`config.mk`:
```
export PLATFORM = sky130hd
export DESIGN_NAME = adc_sampler
export DESIGN_NICKNAME = d
export VERILOG_FILES = /design/src/rtl/adc_sampler.sv
export SDC_FILE = /design/constraint.sdc
export NUM_CORES = 1
export LEC_CHECK = 0
export BUFFER_PORTS_ARGS = -buffer_cell sky130_fd_sc_hd__buf_4
export CELL_PAD_IN_SITES_DETAIL_PLACEMENT = 1
export CELL_PAD_IN_SITES_GLOBAL_PLACEMENT = 2
export CORE_ASPECT_RATIO = 0.5
export CORE_MARGIN = 4
export CORE_UTILIZATION = 37
export DETAILED_ROUTE_END_ITERATION = 10
export PLACE_DENSITY = 0.82
export SYNTH_ARGS = -nofsm -noshare
export SYNTH_HDL_FRONTEND = slang
export SYNTH_SLANG_ARGS = --single-unit
export TNS_END_PERCENT = 100
```
`constraint.sdc`:
```
create_clock -name sysclk -period 2.3 [get_ports sysclk]
set_input_delay 0.575 -clock sysclk [delete_from_list [all_inputs] [get_ports sysclk]]
set_output_delay 0.575 -clock sysclk [all_outputs]
set_load 0.005 [all_outputs]
```
`src/rtl/adc_sampler.sv`:
```
// Periodic sampler for a 10-bit SPI ADC: one command/readback frame per sample tick.
// Define ADC_AVG_EN to average each conversion with the previous one.
module adc_sampler #(
  parameter int SCK_HALF      = 25,
  parameter int SAMPLE_PERIOD = 5000
) (
  input  logic       sysclk,
  input  logic       rst_n,
  input  logic       enable,
  input  logic       channel,
  output logic       adc_cs_n,
  output logic       adc_sck,
  output logic       adc_sdi,
  input  logic       adc_sdo,
  output logic [9:0] sample,
  output logic       data_valid,
  output logic       busy,
  output logic       overrun
);

  localparam int TICK_W = (SAMPLE_PERIOD > 1) ? $clog2(SAMPLE_PERIOD) : 1;
  localparam int HALF_W = (SCK_HALF > 1) ? $clog2(SCK_HALF) : 1;
  localparam logic [TICK_W-1:0] TICK_LAST = TICK_W'(SAMPLE_PERIOD - 1);
  localparam logic [HALF_W-1:0] HALF_LAST = HALF_W'(SCK_HALF - 1);
  localparam logic [3:0]        LAST_BIT  = 4'd15;

  typedef enum logic [2:0] {
    IDLE,
    SETUP,
    SHIFT,
    HOLD,
    DONE
  } state_t;

  state_t              state;
  state_t              state_next;
  logic [TICK_W-1:0]   tick_cnt;
  logic [HALF_W-1:0]   half_cnt;
  logic [HALF_W-1:0]   half_next;
  logic [3:0]          bit_cnt;
  logic [3:0]          bit_next;
  logic                sck_phase;
  logic                phase_next;
  logic                chan_lat;
  logic                chan_next;
  logic [9:0]          shift_reg;
  logic                tick;
  logic                half_last;
  logic                capture;
  logic                load_sample;
  logic                cs_n_next;
  logic                sck_next;
  logic                sdi_next;

  // Command word: start, single-ended, channel, MSB-first, then zeros.
  function automatic logic cmd_bit(input logic [3:0] idx, input logic ch);
    case (idx)
      4'd0, 4'd1, 4'd3: cmd_bit = 1'b1;
      4'd2:             cmd_bit = ch;
      default:          cmd_bit = 1'b0;
    endcase
  endfunction

  assign tick      = (tick_cnt == TICK_LAST);
  assign half_last = (half_cnt == HALF_LAST);
  assign busy      = (state != IDLE);

  always_ff @(posedge sysclk) begin
    if (!rst_n) begin
      tick_cnt <= '0;
    end else if (tick) begin
      tick_cnt <= '0;
    end else begin
      tick_cnt <= tick_cnt + 1'b1;
    end
  end

  always_comb begin
    state_next  = state;
    half_next   = half_cnt;
    bit_next    = bit_cnt;
    phase_next  = sck_phase;
    chan_next   = chan_lat;
    capture     = 1'b0;
    load_sample = 1'b0;
    case (state)
      IDLE: begin
        if (tick && enable) begin
          state_next = SETUP;
          half_next  = '0;
          chan_next  = channel;
        end
      end
      SETUP: begin
        if (half_last) begin
          state_next = SHIFT;
          half_next  = '0;
          bit_next   = '0;
          phase_next = 1'b0;
        end else begin
          half_next = half_cnt + 1'b1;
        end
      end
      SHIFT: begin
        // First high-phase cycle is the one on which adc_sck has just risen.
        capture = sck_phase && (half_cnt == '0);
        if (half_last) begin
          half_next = '0;
          if (sck_phase) begin
            phase_next = 1'b0;
            if (bit_cnt == LAST_BIT) begin
              state_next = HOLD;
            end else begin
              bit_next = bit_cnt + 1'b1;
            end
          end else begin
            phase_next = 1'b1;
          end
        end else begin
          half_next = half_cnt + 1'b1;
        end
      end
      HOLD: begin
        if (half_last) begin
          state_next  = DONE;
          half_next   = '0;
          load_sample = 1'b1;
        end else begin
          half_next = half_cnt + 1'b1;
        end
      end
      DONE: begin
        state_next = IDLE;
      end
      default: begin
        state_next = IDLE;
      end
    endcase

    // Pins are registered from next-state values so they line up with the state.
    cs_n_next = !((state_next == SETUP) || (state_next == SHIFT));
    sck_next  = (state_next == SHIFT) && phase_next;
    sdi_next  = (state_next == SHIFT) && cmd_bit(bit_next, chan_next);
  end

  always_ff @(posedge sysclk) begin
    if (!rst_n) begin
      state      <= IDLE;
      half_cnt   <= '0;
      bit_cnt    <= '0;
      sck_phase  <= 1'b0;
      chan_lat   <= 1'b0;
      adc_cs_n   <= 1'b1;
      adc_sck    <= 1'b0;
      adc_sdi    <= 1'b0;
      data_valid <= 1'b0;
      overrun    <= 1'b0;
    end else begin
      state      <= state_next;
      half_cnt   <= half_next;
      bit_cnt    <= bit_next;
      sck_phase  <= phase_next;
      chan_lat   <= chan_next;
      adc_cs_n   <= cs_n_next;
      adc_sck    <= sck_next;
      adc_sdi    <= sdi_next;
      data_valid <= load_sample;
      if (tick && (state != IDLE)) begin
        overrun <= 1'b1;
      end
    end
  end

  // All 16 bits are shifted in; the six leading ones fall off the top.
  always_ff @(posedge sysclk) begin
    if (!rst_n) begin
      shift_reg <= '0;
    end else if (capture) begin
      shift_reg <= {shift_reg[8:0], adc_sdo};
    end
  end

`ifdef ADC_AVG_EN
  logic [9:0]  prev_conv;
  logic [10:0] avg_sum;

  assign avg_sum = {1'b0, shift_reg} + {1'b0, prev_conv};

  always_ff @(posedge sysclk) begin
    if (!rst_n) begin
      sample    <= '0;
      prev_conv <= '0;
    end else if (load_sample) begin
      sample    <= avg_sum[10:1];
      prev_conv <= shift_reg;
    end
  end
`else
  always_ff @(posedge sysclk) begin
    if (!rst_n) begin
      sample <= '0;
    end else if (load_sample) begin
      sample <= shift_reg;
    end
  end
`endif

endmodule

```
Word level (Yosys, flattened, before mapping) --
Cells that the tools add are included.
Word-level totals: flip-flop bits (word level) 52, bits of input ports 5, output and inout port bits 16, word-level logic and storage cells 70
Operators by class: $add $sub $neg 3, eq/ne operators 12, muxes and demuxes 25, bitwise gates (word level) 1, reduce and logical (&&, ||, !) cells 16
Operators with widths (number):
- $mux 3 | 6
- $mux 4 | 4
- $add 13x1->13 const B | 1
- $eq 13x13->1 const B | 1
- $pmux 3 s4 | 1
- $mux 5 | 2
- $pmux 5 s2 | 1
- $eq 3x2->1 const B | 3
- $eq 4x2->1 const B | 2
- $mux 1 | 8
- $pmux 4 s2 | 1
- $eq 3x1->1 const B | 2
- $reduce_or 3->1 | 2
- $add 5x1->5 const B | 1
- $eq 5x5->1 const B | 1
- $logic_and 1x1->1 | 5
- $logic_not 5->1 | 1
- $add 4x1->4 const B | 1
- $eq 4x1->1 const B | 1
- $eq 4x4->1 const B | 1
- $logic_not 4->1 | 1
- $pmux 1 s2 | 2
- $logic_not 3->1 | 1
- $reduce_bool 3->1 | 1
- 7 further kinds | 7

Logic depth before layout (Yosys ltp) --
depth after elaboration 9, mapped depth 10, gate-level depth less buffers 9

Least setup slack after synthesis --
No wires, ideal clock.
path type input-to-reg, start point input port enable, end point register adc_sdi, library setup time 0.116 ns, arrival 1.806 ns, required time 2.184 ns, setup slack 0.378 ns, stages 5, buffers on the path 0, cell sequence or4b_4 -> nor4_4 -> mux2i_1 -> nand2_1 -> o211a_1
On the way: word-level cells in the longest chain between the ends 5, elaborated cells between the ends (all ways) 8, those cells by class 1 x eq/ne; 5 x mux; 2 x reduce/logical
RTL lines:
- start, declared | line 9 | input logic enable,
- $logic_and 1x1->1 * | line 88 | if (tick && enable) begin
- $mux 3 / $mux 1 (equally long branches) | line 88
- $pmux 3 s4 / $mux 1 (equally long branches) | line 86 | case (state)
- $eq 3x2->1 / $pmux 1 s2 (equally long branches) | line 143, 57
- $logic_and 1x1->1 * | line 143 | sdi_next = (state_next == SHIFT) && cmd_bit(bit_next, chan_next);
- end signal, assigned | line 166 | adc_sdi <= sdi_next;
- end, declared | line 13 | output logic adc_sdi,
Every way passes the cells marked *; elsewhere a longest branch is shown, timed or not. A chain may end at the register's enable or synchronous reset.

Worst setup path in the final report --
start point register tick_cnt[11], end point register adc_sdi
On the way: word-level cells in the longest chain between the ends 6, elaborated cells between the ends (all ways) 9, those cells by class 2 x eq/ne; 5 x mux; 2 x reduce/logical
RTL lines:
- start, declared | line 37 | logic [TICK_W-1:0] tick_cnt;
- start signal, assigned | line 74 | tick_cnt <= tick_cnt + 1'b1;
- $eq 13x13->1 * | line 64 | assign tick = (tick_cnt == TICK_LAST);
- $logic_and 1x1->1 * | line 88
- $mux 3 / $mux 1 (equally long branches) | line 88
- $pmux 3 s4 / $mux 1 (equally long branches) | line 86
- $eq 3x2->1 / $pmux 1 s2 (equally long branches) | line 143, 57
- $logic_and 1x1->1 * | line 143
Marked as above.

==> run_results.csv <==
group,metric,value,unit
die,pin_count,21,
synth,synth_mux_area_frac,0.0513,
layout,final_common_cell,"dfxtp_1",
power_and_ir_drop,vdd_drop_max,309,uV
job,maxCapViolations,0,
place,numPortBuffers,20,
place,place_area,2570,um2
worst_hold_path,hold_class,"reg -> reg",
critical_path,critPathKind,"reg -> reg",
die,die-area,7750,um2
critical_path,crit_fanout,3,
clock_tree,cts_tree,"built",
clock_tree,clk_pin_slew_worst_paths,0.07,ns
place,gp_congestion,0.765,
die,rows,20,
synth,synthXorXnorAreaFrac,0.0598,
critical_path,cp_slowest_cell,"or4b_4",
timing,finalMaxSlewViolations,0,
clock_tree,cts_sinks,52,
layout,largest_register_ffs,13,
layout,antenna_cells,0,
layout,drive_above_1_share,0.159,
timing,fmaxAchievable,504,MHz
timing,skew,0.00881,ns
die,die_h,64.3,um
global_route,antenna_found_initial,0,
routing,routed_wl,4.82,mm
global_route,grt_pass1_vias,1824,
routing,ant_nets,0,
layout,multi_input_area,1200,um2
synth,yosysWarnings,0,
timing,period_share,0.863,
synth,synth_top_family_by_area,"simple AND/OR/NAND/NOR gates",
timing,hold_viol,0,
routing,drc_errors,0,
place,hpwl,3.53,mm
timing,setup_viol,0,
critical_path,cp.arrival,2.16,ns
routing,drtPass1Iterations,4,
layout,fill_cells,732,
global_route,grt_usage,0.136,
clock_tree,post_cts_buffers,0,
status,outcome,"finished, final reports clean",
synth,synthAdderAreaFrac,0.0267,
synth,synth-edff-count,0,
die,core_area,6110,um2
synth,synth-simple-area-share,0.262,
synth,synth_ff_type,"dfxtp_1",
routing,wl_per_cell,13.4,um
synth,synth_area,2340,um2
critical_path,cp-end-kind,"flip-flop",
critical_path,start_kind,"flip-flop",
synth,syn_nets,260,
critical_path,cp.buffers_inverters,0,
synth,ys_ff_latch,52,
timing,worst_pin_slew,0.571,ns
critical_path,critical_path_required,2.48,ns
global_route,grt_pass1_wl,8.69,mm
power_and_ir_drop,powerDensity,650,nW/um2
clock_tree,clk_latency,0.29,ns
clock_tree,root_buffer,"clkbuf_16",
synth,avgSynthCellArea,9.37,um2
routing,viasPerCell,4.91,
layout,stdcell_area,2730,um2
power_and_ir_drop,p_leak,1.11,nW
synth,synth-compound-area-share,0.112,
die,start_util,0.384,
clock_tree,cts.repair.resized,0,
critical_path,crit_family,"simple AND/OR/NAND/NOR gates",
global_route,grt_start_max_net_pins,40,
routing,vias,1762,
clock_tree,cts_max_level,2,
timing,rsz0062_at_grt,"no",
global_route,globalRoute.totalOverflow,0,
timing,tns,0,ns
synth,syn_inst,250,
timing,period_minus_slack,1.99,ns
layout,finalNetCount,280,
synth,synth-async-reset-ratio,0,
critical_path,max_stage_delay,0.58,ns
clock_tree,cts.path.max_buffers,2,
routing,drt_iter0_markers,80,
synth,yosysSeqAreaShare,0.444,
die,fp.dieW,121,um
synth,synth_cell_types,49,
layout,layout_common_cells,"dfxtp_1 (52), nand2_1 (31), buf_4 (25), nor2_1 (20), nor2b_1 (13)",
layout,regArea,1040,um2
timing,relSlewSlack,0.619,
clock_tree,cts_hold_buf,0,
layout,syn2layout_area_growth,16.6,%
critical_path,crit_path_cell_trace,"or4b_4 -> nor4_4 -> mux2i_1 -> nand2_1 -> o211a_1",
clock_tree,cts_buffers,5,
==> cell type report <==
cell class,count,area share
repair buffers,25,0.0687
well taps,88,0.0403
flip-flops and latches,52,0.381
clock inverters,2,0.0128
clock buffers,6,0.0472
multi-input cells,178,0.439
inverters,8,0.0110
==> layer usage <==
layer | GRT usage | up-vias | routed length [um]
li1 | - | 893 | -
met1 | 0.177 | 853 | 2480
met2 | 0.233 | 12 | 2210
met3 | 0.0354 | 4 | 106
met4 | 0.0212 | 0 | 31
met5 | 0 | - | 0
==> power by group <==
| group | internal (mW) | switching [mW] | total, mW |
|---|---|---|---|
| Combinational | 0.0155 | 0.0170 | 0.0325 |
| Clock | 0.512 | 0.322 | 0.834 |
| Sequential | 0.904 | 0.00412 | 0.908 |
| Total | 1.43 | 0.343 | 1.78 |
==> cell families (layout without fill, tap and decap cells) <==
| kind of cell | after synthesis | count (layout) |
|---|---|---|
| simple gates | 110 | 110 |
| flops | 52 | 52 |
| mux | 12 | 12 |
| xor+xnor | 16 | 16 |
| compound gates | 35 | 35 |
| fa+ha+maj | 5 | 5 |
| buf+inv | 20 | 41 |
==> synth_stat cells (2+ instances only) <==
library cell / instances / area share
inv_1: 8 / 0.013
nor3_1: 2 / 0.0043
dfxtp_1: 52 / 0.44
o2111ai_1: 2 / 0.0075
xor2_1: 7 / 0.026
nand2b_1: 2 / 0.0053
and2_1: 8 / 0.021
or3_1: 3 / 0.0080
nand4_1: 3 / 0.0080
o21ai_0: 4 / 0.0085
nand3_1: 7 / 0.015
ha_1: 5 / 0.027
mux2i_1: 12 / 0.051
buf_4: 5 / 0.016
xnor2_1: 9 / 0.034
o31ai_1: 2 / 0.0064
buf_2: 2 / 0.0043
nor2b_1: 13 / 0.035
clkbuf_1: 4 / 0.0064
nor3b_1: 2 / 0.0064
or4b_4: 3 / 0.018
a21oi_1: 4 / 0.0085
and3_1: 5 / 0.013
a31oi_1: 2 / 0.0053
nand2_1: 31 / 0.050
a21boi_0: 11 / 0.035
nor2_1: 20 / 0.032
==> per-stage QoR <==
step                 util  worst slack (ns)  instances  power (mW)  hold WS [ns]
finish              0.447             0.314        359        1.78         0.460
global route        0.447             0.168        359        1.86         0.489
CTS                 0.447             0.287        359        1.80         0.468
detailed placement  0.420             0.220        351       0.963         0.452
global placement    0.420             0.271        351       0.962         0.426
floorplan               -             0.378        250       0.952         0.418
==> path summary, 6_finish.rpt <==
| path | from | cells after the start | slack, ns | endpoint |
|---|---|---|---|---|
| hold reg to reg | tick_cnt[0] | 1 | 0.46 | tick_cnt[0] |
| hold / removal | tick_cnt[0] | 1 | 0.46 | tick_cnt[0] |
| setup / recovery | tick_cnt[11] | 5 | 0.31 | adc_sdi |
| setup reg to reg | tick_cnt[11] | 5 | 0.31 | adc_sdi |
(Power assumes the default switching activity.)
